`src/rtl/dds_pkg.sv`:
```
// dds_pkg: shared Q-format constants, sample-writer FSM states and DAC midscale helper.
package dds_pkg;
  localparam int Q_FRAC = 30;
  localparam int SAMPLE_W = 32;
  typedef enum logic [1:0] {IDLE, PRIME, RUN} state_t;
  function automatic logic [15:0] midscale(input int w);
    return 16'(1) << (w - 1);
  endfunction
endpackage

```
`src/rtl/dac_sample_fifo.sv`:
```
// dac_sample_fifo: synchronous show-ahead FIFO with occupancy level and flush.
module dac_sample_fifo #(
  parameter int W = 14,
  parameter int DEPTH = 4
) (
  input  logic                     clk,
  input  logic                     rst,
  input  logic                     clr,
  input  logic                     push,
  input  logic                     pop,
  input  logic [W-1:0]             din,
  output logic [W-1:0]             dout,
  output logic                     full,
  output logic                     empty,
  output logic [$clog2(DEPTH):0]   level
);
  localparam int AW = $clog2(DEPTH);
  localparam int LW = AW + 1;
  logic [W-1:0] mem [DEPTH];
  logic [AW-1:0] wp, rp;
  logic do_push, do_pop;
  assign do_push = push && !full;
  assign do_pop = pop && !empty;
  assign full = level == LW'(DEPTH);
  assign empty = level == '0;
  assign dout = mem[rp];
  always_ff @(posedge clk)
    if (do_push) mem[wp] <= din;
  always_ff @(posedge clk)
    if (rst || clr) begin
      wp <= '0;
      rp <= '0;
      level <= '0;
    end else begin
      if (do_push) wp <= wp + 1'b1;
      if (do_pop) rp <= rp + 1'b1;
      level <= level + LW'(do_push) - LW'(do_pop);
    end
endmodule

```
`src/rtl/dac_sample_writer.sv`:
```
// dac_sample_writer: converts Q2.30 samples to offset-binary DAC codes and paces them out every DIV_N cycles.
module dac_sample_writer
  import dds_pkg::*;
#(
  parameter int DAC_W = 14,
  parameter int DIV_N = 4,
  parameter int FIFO_DEPTH = 4,
  parameter int PRIME_LVL = 2
) (
  input  logic                Fg_CLK,
  input  logic                Fg_RESET,
  input  logic                iEnable,
  input  logic [SAMPLE_W-1:0] iSample,
  input  logic                iSampleValid,
  output logic                oSampleReady,
  output logic [DAC_W-1:0]    oDacData,
  output logic                oDacWr,
  output logic                oUnderflow,
  output logic                oRunning
);
  localparam int CW = $clog2(DIV_N);
  localparam int OW = $clog2(FIFO_DEPTH) + 1;
  localparam logic [DAC_W-1:0] MID = DAC_W'(midscale(DAC_W));
  localparam logic signed [32:0] Q_MAX = (33'sd1 <<< Q_FRAC) - 33'sd1;
  localparam logic signed [32:0] Q_MIN = -(33'sd1 <<< Q_FRAC);
  localparam logic signed [32:0] RND = 33'sd1 <<< (Q_FRAC - DAC_W);
  state_t state;
  logic [CW-1:0] cnt;
  logic signed [32:0] s_ext, s_clip, r, r_sat;
  logic [DAC_W-1:0] code, head;
  logic full, empty, tick, push, pop;
  logic [OW-1:0] level;
  // Clip to [-1, 1), round half-up by adding half an LSB, then flip the sign bit for offset binary.
  always_comb begin
    s_ext = {iSample[SAMPLE_W-1], iSample};
    s_clip = s_ext > Q_MAX ? Q_MAX : (s_ext < Q_MIN ? Q_MIN : s_ext);
    r = s_clip + RND;
    r_sat = r > Q_MAX ? Q_MAX : r;
    code = DAC_W'(r_sat >>> (Q_FRAC + 1 - DAC_W)) ^ MID;
  end
  assign oSampleReady = state != IDLE && !full;
  assign push = iSampleValid && oSampleReady;
  assign tick = state != IDLE && cnt == CW'(DIV_N - 1);
  assign pop = iEnable && tick && !empty && (state == RUN || level >= OW'(PRIME_LVL));
  assign oRunning = state == RUN;
  dac_sample_fifo #(.W(DAC_W), .DEPTH(FIFO_DEPTH)) u_fifo (
    .clk(Fg_CLK),
    .rst(Fg_RESET),
    .clr(!iEnable),
    .push(push),
    .pop(pop),
    .din(code),
    .dout(head),
    .full(full),
    .empty(empty),
    .level(level)
  );
  always_ff @(posedge Fg_CLK)
    if (Fg_RESET) begin
      state <= IDLE;
      cnt <= '0;
      oDacData <= MID;
      oDacWr <= 1'b0;
      oUnderflow <= 1'b0;
    end else begin
      oDacWr <= pop || (!iEnable && state != IDLE);
      if (!iEnable) begin
        state <= IDLE;
        cnt <= '0;
        oUnderflow <= 1'b0;
        oDacData <= MID;
      end else if (state == IDLE) begin
        state <= PRIME;
        cnt <= '0;
      end else begin
        cnt <= tick ? '0 : cnt + 1'b1;
        if (pop) begin
          state <= RUN;
          oDacData <= head;
        end else if (tick && state == RUN) oUnderflow <= 1'b1;
      end
    end
endmodule
```
`config.mk`:
```
export PLATFORM = sky130hd
export DESIGN_NAME = dac_sample_writer
export DESIGN_NICKNAME = d
export VERILOG_FILES = /design/src/rtl/dds_pkg.sv /design/src/rtl/dac_sample_fifo.sv /design/src/rtl/dac_sample_writer.sv
export SDC_FILE = /design/constraint.sdc
export NUM_CORES = 1
export LEC_CHECK = 0
export BUFFER_PORTS_ARGS = -buffer_cell sky130_fd_sc_hd__buf_4
export CAP_MARGIN = 15
export CELL_PAD_IN_SITES_DETAIL_PLACEMENT = 1
export CELL_PAD_IN_SITES_GLOBAL_PLACEMENT = 1
export CORE_MARGIN = 3
export CORE_UTILIZATION = 46
export DETAILED_ROUTE_END_ITERATION = 10
export PLACE_DENSITY_LB_ADDON = 0.1
export RECOVER_POWER = 100
export SYNTH_ARGS = -nofsm -noshare
export SYNTH_HDL_FRONTEND = slang
export SYNTH_SLANG_ARGS = --single-unit
```
`constraint.sdc`:
```
create_clock -name Fg_CLK -period 3.3 [get_ports Fg_CLK]
set_input_delay 0.165 -clock Fg_CLK [delete_from_list [all_inputs] [get_ports Fg_CLK]]
set_output_delay 0.165 -clock Fg_CLK [all_outputs]
set_load 0.005 [all_outputs]
```
==> reports/results.txt, run 1 <==
Leak -> 0.001444 µW
Power Density -> 502.8 nW/µm²
CTS HTree Levels -> 3
die height -> 94.46 µm
period utilization -> 73.62%
Syn Area/Cell -> 12.86 µm²
Post-Route Setup TNS -> 0 ns
Clock transition at path regs -> 0.08 ns
root buf cell -> clkbuf_8
Critical Path Start Type -> flip-flop
Inserted Diodes -> 0
Core Region -> 7408 µm²
Worst path max stage delay -> 0.42 ns
#FFs+latches synth -> 83
Routed wire per std cell -> 17.69 µm
Pint -> 1670 µW
switching part of the total -> 20.36%
post-CTS setup buffer count -> 0
global-route wire length before repair -> 12,410 µm
Routed WL -> 7465 µm
P_sw -> 426.9 µW
Finished Layout Cells -> 422
vias in the first global route -> 2,398
gpl congestion -> 0.8217
Std-Cell Rows -> 31
DRT iter0 DRCs -> 83
# IOs -> 54
CP cell instances -> inv_1 -> ha_1 -> a2111o_1 -> inv_1 -> ha_1 -> inv_1 -> ha_1 -> inv_1 -> fa_1 -> xnor2_1 -> nor2_1
worst endpoint required time -> 3.50 ns
Main synth FF type -> edfxtp_1
CP Capture Type -> flip-flop
Clk pwr share -> 40.6%
GRT Total Usage -> 18.79%
Seq pwr share -> 53.9%
largest net degree at the start of global routing -> 27
post-route ant nets -> 0
RSZ-0062 raised after global routing -> false
Post-Synthesis Cells -> 280
Slew @ Worst Pin -> 1.042 ns
DRT Pass-1 Iters -> 4
Die X -> 94.46 µm
CTS max path bufs -> 2
Synthesis Warnings -> 0
clk_skew -> 0.008024 ns
relative slew slack -> 30.55%
status -> completed
crit-path leading delay family -> adder cells
Fin. Hold Viols -> 0
hpwl dp -> 5205 µm
clock latency on the worst-skew pair -> 0.35 ns
syn_nets -> 326
Max-Cap Viols -> 0
vias per cell -> 5.431
Crit Path Max Fanout -> 3
via count -> 2,292
CTS tree -> done
grt ovf -> 0
Hold Path Class -> primary input to flip-flop
Num CTS Buffers -> 9
Die Area -> 8923 µm²
share of cells above drive strength 1 -> 20.43%
Gate power share -> 5.5%
starting density of the core -> 48.59%
post-synthesis cell area -> 3600 µm²
Post-synth ARST share -> 0%
Cell variety after synth -> 44
Max Fclk -> 411.6 MHz
min cycle time layout -> 2.430 ns
Seq/Total Area, Yosys -> 61.73%
number of buffers added on ports -> 37
arrival time worst endpoint -> 2.63 ns
Final nets -> 364
most frequent cell on the critical path -> inv_1
max-slew violation count -> 0
worst vdd ir -> 0.1936 mV
DRC -> 0
area grow syn2layout -> 15.88%
initial antenna violation count -> 0
placed cell count -> 405
Crit Path Category -> flip-flop to flip-flop
Final setup violation count -> 0
CP max stage cell -> a2111o_1
EDFF count, synth -> 56
Crit path buffers/inverters -> 4
clock tree sinks -> 83
## metal layers
layer | global-route usage (%) | vias up | part of all wire, %
li1 | - | 1094 | -
met1 | 23.78 | 1129 | 44
met2 | 30.97 | 60 | 49
met3 | 5.498 | 9 | 5.0
met4 | 6.490 | 0 | 1.5
met5 | 0 | - | 0
## worst reg2reg max path: stages, from the launching register on
cell and delay, ns:
dfxtp_1 0.39, inv_1 0.09, ha_1 0.20, a2111o_1 0.42, inv_1 0.08, ha_1 0.22, inv_1 0.07, ha_1 0.16
inv_1 0.05, fa_1 0.38, xnor2_1 0.16, nor2_1 0.05
## cells by family after synthesis
group,synth area share [%]
DFF,61.73
xor gates and xnor gates,2.433
adders and majority gates,4.241
and+or+nand+nor,11.85
AOI/OAI and AO/OA,7.056
buffers and inverters,3.059
muxes,9.628
## synthesized netlist by cell type, drive strengths merged (3+ instances only)
cell type | count | area (µm²)
inv | 10 | 37.53
and3 | 6 | 37.54
a21oi | 16 | 80.08
xnor2 | 5 | 43.79
mux4 | 14 | 315.3
a31oi | 4 | 25.02
clkbuf | 7 | 26.28
nand4 | 3 | 18.77
buf | 7 | 46.29
o21ai | 12 | 60.06
nand3 | 6 | 30.03
xor2 | 5 | 43.79
edfxtp | 56 | 1682
nor2b | 4 | 27.53
nor2 | 23 | 91.34
nand2 | 39 | 148.9
dfxtp | 27 | 540.5
ha | 9 | 112.6
nand2b | 4 | 25.02
## flip-flops by register name, indices dropped and copies added (netlist names)
signal        cells
u_fifo.wp         2
u_fifo.level      3
cnt               2
u_fifo.rp         2
oDacWr            1
oUnderflow        1
u_fifo.mem       56
oDacData         14
state             2
## power by group through the flow
stage	sequential (µW)	clock [µW]	combinational, µW
2_1_floorplan	1150	0	66.6
3_3_place_gp	1150	0	111
3_5_place_dp	1160	0	116
4_1_cts	1130	866	117
5_1_grt	1130	913	131
6_report	1130	851	115
## timing repair
item,4_1_cts,5_1_grt
endpoints found under the hold margin,1,0
resized for setup,0,0
hold buffers,1,0
## stage by stage
stage                     instance area (µm²)  power (µW)  worst slack [ns]  hold WS [ns]  util (%)
after CTS                                4194        2115            0.8405       0.09397     56.61
after detailed placement                 3951        1271            0.8589        0.3360     53.34
final                                    4172        2097            0.8704        0.1017     56.31
after floorplan                          3600        1220            0.8677        0.2374         -
after global routing                     4172        2176            0.6602        0.1249     56.31
after global placement                   3951        1265            0.9719        0.3325     53.34
## path summary, 6_finish.rpt
path / start / slack (ns) / to / cells past startpoint
min: iEnable / 0.10 / oDacWr / 4
max reg2reg: u_fifo.level[1] / 0.87 / u_fifo.level[2] / 11
max: u_fifo.level[1] / 0.87 / u_fifo.level[2] / 11
min reg2reg: cnt[0] / 0.44 / cnt[0] / 1
## cell usage in the layout, fill, tap and decap left out, types with 2 or more instances in the layout
cell type	n
edfxtp_1	56
nand2_1	38
dfxtp_1	27
nor2_1	22
clkbuf_4	18
buf_4	18
a21oi_1	16
mux4_2	14
o21ai_0	12
inv_1	10
ha_1	9
clkbuf_8	9
and3_1	6
nand3_1	6
xor2_1	5
xnor2_1	5
clkbuf_1	5
a31oi_1	4
nand2b_1	4
nor2b_1	3
nand4_1	3
bufinv_16	3
mux2i_1	2
maj3_1	2
a21boi_0	2
o31ai_1	2
clkinv_1	2
## final cells by class
class | instances | area (µm²)
Tap cell | 99 | 123.9
Inverter | 10 | 37.54
Sequential cell | 83 | 2222
Timing Repair Buffer | 41 | 295.3
Multi-Input combinational cell | 173 | 1260
Clock buffer | 10 | 127.6
Clock inverter | 6 | 105.1
Fill cell | 766 | 3237
Power figures use the tool's default switching activity.
==> run 2: changes to the inputs <==
--- a/config.mk
+++ b/config.mk
@@ -10,7 +10,7 @@
 export CELL_PAD_IN_SITES_DETAIL_PLACEMENT = 1
 export CELL_PAD_IN_SITES_GLOBAL_PLACEMENT = 1
 export CORE_MARGIN = 3
-export CORE_UTILIZATION = 46
+export CORE_UTILIZATION = 41
 export DETAILED_ROUTE_END_ITERATION = 10
 export PLACE_DENSITY_LB_ADDON = 0.1
 export RECOVER_POWER = 100
==> constraint.sdc (replaced) <==
create_clock -name Fg_CLK -period 2.1 [get_ports Fg_CLK]
set_input_delay 0.105 -clock Fg_CLK [delete_from_list [all_inputs] [get_ports Fg_CLK]]
set_output_delay 0.105 -clock Fg_CLK [all_outputs]
set_load 0.005 [all_outputs]
==> run 2 against run 1 <==
Compared with the run above:
- worst setup slack worse by 0.84 ns
- sequential share of layout area down 2.6 points
- global-route usage down 2.6 points
- hold slack worse by 0.037 ns
- via count up 0.74%
- combinational power up 76%
- first-iteration DRC count up 12%
- register-to-register slack worse by 0.84 ns
- maximum frequency up 17%
==> reports/results.txt, run 2 (synthesis gave the netlist of run 1 again) <==
Final setup violation count -> 0
DRT Pass-1 Iters -> 4
final worst slack -> 0.03084 ns
Crit Path Category -> flip-flop to flip-flop
GRT Total Usage -> 16.22%
Inserted Diodes -> 0
Routed wire per std cell -> 16.58 µm
clk_skew -> 0.01197 ns
Leak -> 0.001542 µW
root buf cell -> clkbuf_8
post-route ant nets -> 0
Hold Path Class -> primary input to flip-flop
arrival time worst endpoint -> 2.30 ns
Max-Cap Viols -> 0
CP Capture Type -> flip-flop
Gate power share -> 6.6%
largest net degree at the start of global routing -> 20
number of buffers added on ports -> 37
Slew @ Worst Pin -> 0.5628 ns
R2R depth -> 10
CTS tree -> done
RR Startpoint -> u_fifo.level[1]
starting density of the core -> 42.95%
vias per cell -> 5.154
CTS max path bufs -> 2
hpwl dp -> 5479 µm
grt ovf -> 0
Critical Path Start Type -> flip-flop
max reg flops -> 56
Std-Cell Rows -> 33
global-route wire length before repair -> 12,450 µm
min cycle time layout -> 2.069 ns
initial antenna violation count -> 0
Worst Setup EP -> u_fifo.level[1]
min-delay src -> iEnable
DRC -> 0
Final nets -> 384
# IOs -> 54
Biggest register -> u_fifo.mem
Max Fclk -> 483.3 MHz
CTS HTree Levels -> 3
P_sw -> 670.3 µW
share of cells above drive strength 1 -> 31.49%
flop-to-flop setup slack -> 0.03 ns
worst vdd ir -> 0.2787 mV
gpl congestion -> 0.8775
relative slew slack -> 62.48%
Worst Setup SP -> u_fifo.level[1]
die height -> 99.70 µm
Core Region -> 8382 µm²
period utilization -> 98.53%
clock tree sinks -> 83
max-slew violation count -> 0
clock latency on the worst-skew pair -> 0.34 ns
Post-Route Setup TNS -> 0 ns
Die Area -> 9940 µm²
area grow syn2layout -> 21.93%
status -> completed
worst endpoint required time -> 2.33 ns
via count -> 2,309
pre-CTS setup slack -> 0.02196 ns
DRT iter0 DRCs -> 93
switching part of the total -> 21.78%
RSZ-0062 raised after global routing -> true
commonest non-fill, non-tap cell in the layout -> edfxtp_1
Die X -> 99.70 µm
Routed WL -> 7428 µm
Seq pwr share -> 57.7%
Clk pwr share -> 35.7%
top flop regs -> u_fifo.mem x56, oDacData x14, u_fifo.level x3
Clock transition at path regs -> 0.08 ns
Num CTS Buffers -> 9
vias in the first global route -> 2,445
Crit Path Max Fanout -> 2
Power Density -> 701.4 nW/µm²
Fin. Hold Viols -> 0
commonest non-fill, non-tap cells in the layout -> edfxtp_1 (56), buf_4 (41), nand2_1 (38), dfxtp_1 (24), nor2_1 (21)
Pint -> 2408 µW
total power -> 3078 µW
worst flop-to-flop path endpoint -> u_fifo.level[1]
[run 2: changes by cell type in the layout (fill, tap and decap cells not counted), sizes merged]
cell	change
buf	+24
clkbuf	-4
clkinvlp	+2
bufinv	-2
[run 2: layout make-up]
type | count | area, µm²
Sequential cell | 83 | 2226
Tap cell | 105 | 131.4
Clock inverter | 6 | 66.31
Timing Repair Buffer | 61 | 473.0
Fill cell | 894 | 3993
Clock buffer | 10 | 127.6
Inverter | 10 | 37.54
Multi-Input combinational cell | 173 | 1328
[run 2: worst max-delay path, cell delays in order, from the launching register on]
cell and delay (ns):
dfxtp_2 0.34, inv_2 0.05, ha_4 0.14, a2111o_1 0.38, inv_2 0.10, ha_4 0.20, inv_2 0.06, ha_4 0.12
inv_2 0.03, fa_2 0.50, nor2_1 0.03
[run 2: worst min-delay path by stage]
stage	end	slack (ns)	depth (start not counted)
6_report	oDacWr	0.06	4
5_1_grt	oDacWr	0.08	4
4_1_cts	oDacWr	0.06	4
3_5_place_dp	oDacWr	0.27	2
3_3_place_gp	oDacWr	0.27	2
2_1_floorplan	oDacWr	0.18	1
[run 2: through the flow]
step                      hold WS [ns]  instances  util [%]  cell area [µm²]
after floorplan                 0.1774        280         -             3645
after global placement          0.2709        430     49.57             4155
after detailed placement        0.2737        430     49.57             4155
after CTS                      0.06177        447     52.01             4359
after global routing           0.07606        448     52.37             4389
final                          0.06463        448     52.37             4389
[run 2: timing repair]
action / 4_1_cts / 5_1_grt
hold buffers: 1 / 0
resized for setup: 0 / 5
buffers inserted: 0 / 1
endpoints found under the hold margin: 1 / 0
setup endpoints to repair: 0 / 2
[run 2: power by group through the flow]
| stage | Clock [µW] | Combinational, µW | Sequential, µW |
|---|---|---|---|
| 5_1_grt | 1200 | 230 | 1780 |
| 3_3_place_gp | 0 | 197 | 1810 |
| 4_1_cts | 1140 | 205 | 1780 |
| 3_5_place_dp | 0 | 203 | 1810 |
| 6_report | 1100 | 202 | 1780 |
| 2_1_floorplan | 0 | 106 | 1810 |
[run 2: routing by layer]
| layer | global-route usage (%) | vias to the layer above | wire length, µm |
|---|---|---|---|
| met2 | 26.78 | 44 | 3636 |
| met3 | 2.525 | 11 | 226 |
| li1 | - | 1137 | - |
| met4 | 7.143 | 0 | 144 |
| met1 | 21.17 | 1117 | 3421 |
| met5 | 0 | - | 0 |
==> run 3: changes to the inputs <==
--- a/config.mk
+++ b/config.mk
@@ -12,6 +12,7 @@
 export CORE_MARGIN = 3
 export CORE_UTILIZATION = 41
 export DETAILED_ROUTE_END_ITERATION = 10
+export HOLD_SLACK_MARGIN = 0.08
 export PLACE_DENSITY_LB_ADDON = 0.1
 export RECOVER_POWER = 100
 export SYNTH_ARGS = -nofsm -noshare
==> run 3 against run 2 <==
Compared with the run above:
- die area did not move
- sequential share of layout area shrank 0.16 points
- critical path depth is the same
- critical endpoint unchanged
- largest cell class unchanged
- largest power group unchanged
==> reports/results.txt, run 3 (synthesis gave the netlist of run 1 again) <==
max reg flops -> 56
DRT Pass-1 Iters -> 4
GRT Total Usage -> 16.30%
grt ovf -> 0
clock tree sinks -> 83
WHS -> 0.2004 ns
Crit Path Max Fanout -> 2
Hold Path Class -> primary input to flip-flop
# IOs -> 54
Met1 Routed Length -> 3410 µm
Final setup violation count -> 0
Leak -> 0.001550 µW
number of buffers added on ports -> 37
Max Fclk -> 482.8 MHz
largest net degree at the start of global routing -> 20
global-route wire length before repair -> 12,510 µm
Clock transition at path regs -> 0.08 ns
Seq pwr share -> 57.7%
Final nets -> 385
via count -> 2,319
max-slew violation count -> 0
CTS HTree Levels -> 3
DRT iter0 DRCs -> 93
Die X -> 99.70 µm
Routed wire per std cell -> 16.59 µm
Final Util -> 52.53%
root buf cell -> clkbuf_8
relative slew slack -> 62.47%
Gate power share -> 6.6%
starting density of the core -> 42.95%
DRC -> 0
initial antenna violation count -> 0
worst vdd ir -> 0.2787 mV
clock latency on the worst-skew pair -> 0.34 ns
hpwl dp -> 5479 µm
Num CTS Buffers -> 9
P_sw -> 671.6 µW
met3 wire length -> 245 µm
Routed WL -> 7449 µm
commonest non-fill, non-tap cells in the layout -> edfxtp_1 (56), buf_4 (40), nand2_1 (38), dfxtp_1 (24), nor2_1 (21)
CTS tree -> done
Pint -> 2409 µW
area grow syn2layout -> 22.31%
Die Area -> 9940 µm²
Slew @ Worst Pin -> 0.5630 ns
FILL cells -> 893
Biggest register -> u_fifo.mem
Critical Path Start Type -> flip-flop
share of cells above drive strength 1 -> 31.40%
min cycle time layout -> 2.071 ns
Max-Cap Viols -> 0
clk_skew -> 0.01201 ns
Core Region -> 8382 µm²
CP Capture Type -> flip-flop
gpl congestion -> 0.8775
status -> completed
Clk pwr share -> 35.7%
top flop regs -> u_fifo.mem x56, oDacData x14, u_fifo.level x3
RSZ-0062 raised after global routing -> true
worst endpoint required time -> 2.33 ns
Inserted Diodes -> 0
top layer in use -> met4
arrival time worst endpoint -> 2.31 ns
die height -> 99.70 µm
Power Density -> 699.6 nW/µm²
vias in the first global route -> 2,457
period utilization -> 98.63%
commonest non-fill, non-tap cell in the layout -> edfxtp_1
Fin. Hold Viols -> 0
post-route ant nets -> 0
CTS max path bufs -> 2
Crit Path Category -> flip-flop to flip-flop
switching part of the total -> 21.80%
Std-Cell Rows -> 33
Met2 Wirelength -> 3649 µm
vias per cell -> 5.165
-- run 3: metrics by stage --
step	total power (µW)	TNS, ns	cell area, µm²	worst slack (ns)	std cells
floorplan	1919	-0.2662	3645	-0.1538	280
global placement	2011	0	4155	0.04070	430
detailed placement	2017	0	4155	0.02196	430
CTS	3122	0	4369	0.007196	448
global route	3210	-0.08587	4403	-0.05027	449
finish	3080	0	4403	0.02869	449
-- run 3: layer usage --
layer,global-route usage (%),vias up
li1,-,1139
met1,21.21,1123
met2,26.99,46
met3,2.525,11
met4,7.143,0
met5,0,-
-- run 3: worst max-delay path, stage by stage, from the launching register on --
cell and delay (ns):
dfxtp_2 0.34, inv_2 0.05, ha_4 0.14, a2111o_1 0.38, inv_2 0.10, ha_4 0.20, inv_2 0.06, ha_4 0.12
inv_2 0.03, fa_2 0.50, nor2_1 0.03
-- run 3: area by class of cell --
cell class,instances,area (µm²),area share [%]
Clock buffer,10,127.6,2.899
Clock inverter,6,66.31,1.506
Inverter,10,37.54,0.8525
Multi-Input combinational cell,173,1328,30.15
Sequential cell,83,2226,50.55
Tap cell,105,131.4,2.984
Timing Repair Buffer,62,486.7,11.05
-- run 3: worst paths after layout --
path | to | depth (start not counted) | startpoint | slack, ns
worst max-delay path | u_fifo.level[1] | 10 | u_fifo.level[1] | 0.03
worst min-delay path | u_fifo.mem[2][13] | 2 | iSample[31] | 0.20
worst max register to register | u_fifo.level[1] | 10 | u_fifo.level[1] | 0.03
worst min register to register | cnt[0] | 1 | cnt[0] | 0.45
-- run 3: power groups by stage --
| stage | Sequential (µW) | Combinational [µW] | Clock, µW |
|---|---|---|---|
| 3_3_place_gp | 1810 | 197 | 0 |
| 4_1_cts | 1780 | 206 | 1140 |
| 6_report | 1780 | 203 | 1100 |
| 5_1_grt | 1780 | 230 | 1200 |
| 3_5_place_dp | 1810 | 203 | 0 |
| 2_1_floorplan | 1810 | 106 | 0 |
-- run 3: repair_timing --
action / in CTS / in global routing
endpoints found under the setup margin: 0 / 3
gates resized for setup: 0 / 6
hold endpoints to repair: 1 / 0
hold buffers: 2 / 0
setup buffers: 0 / 1
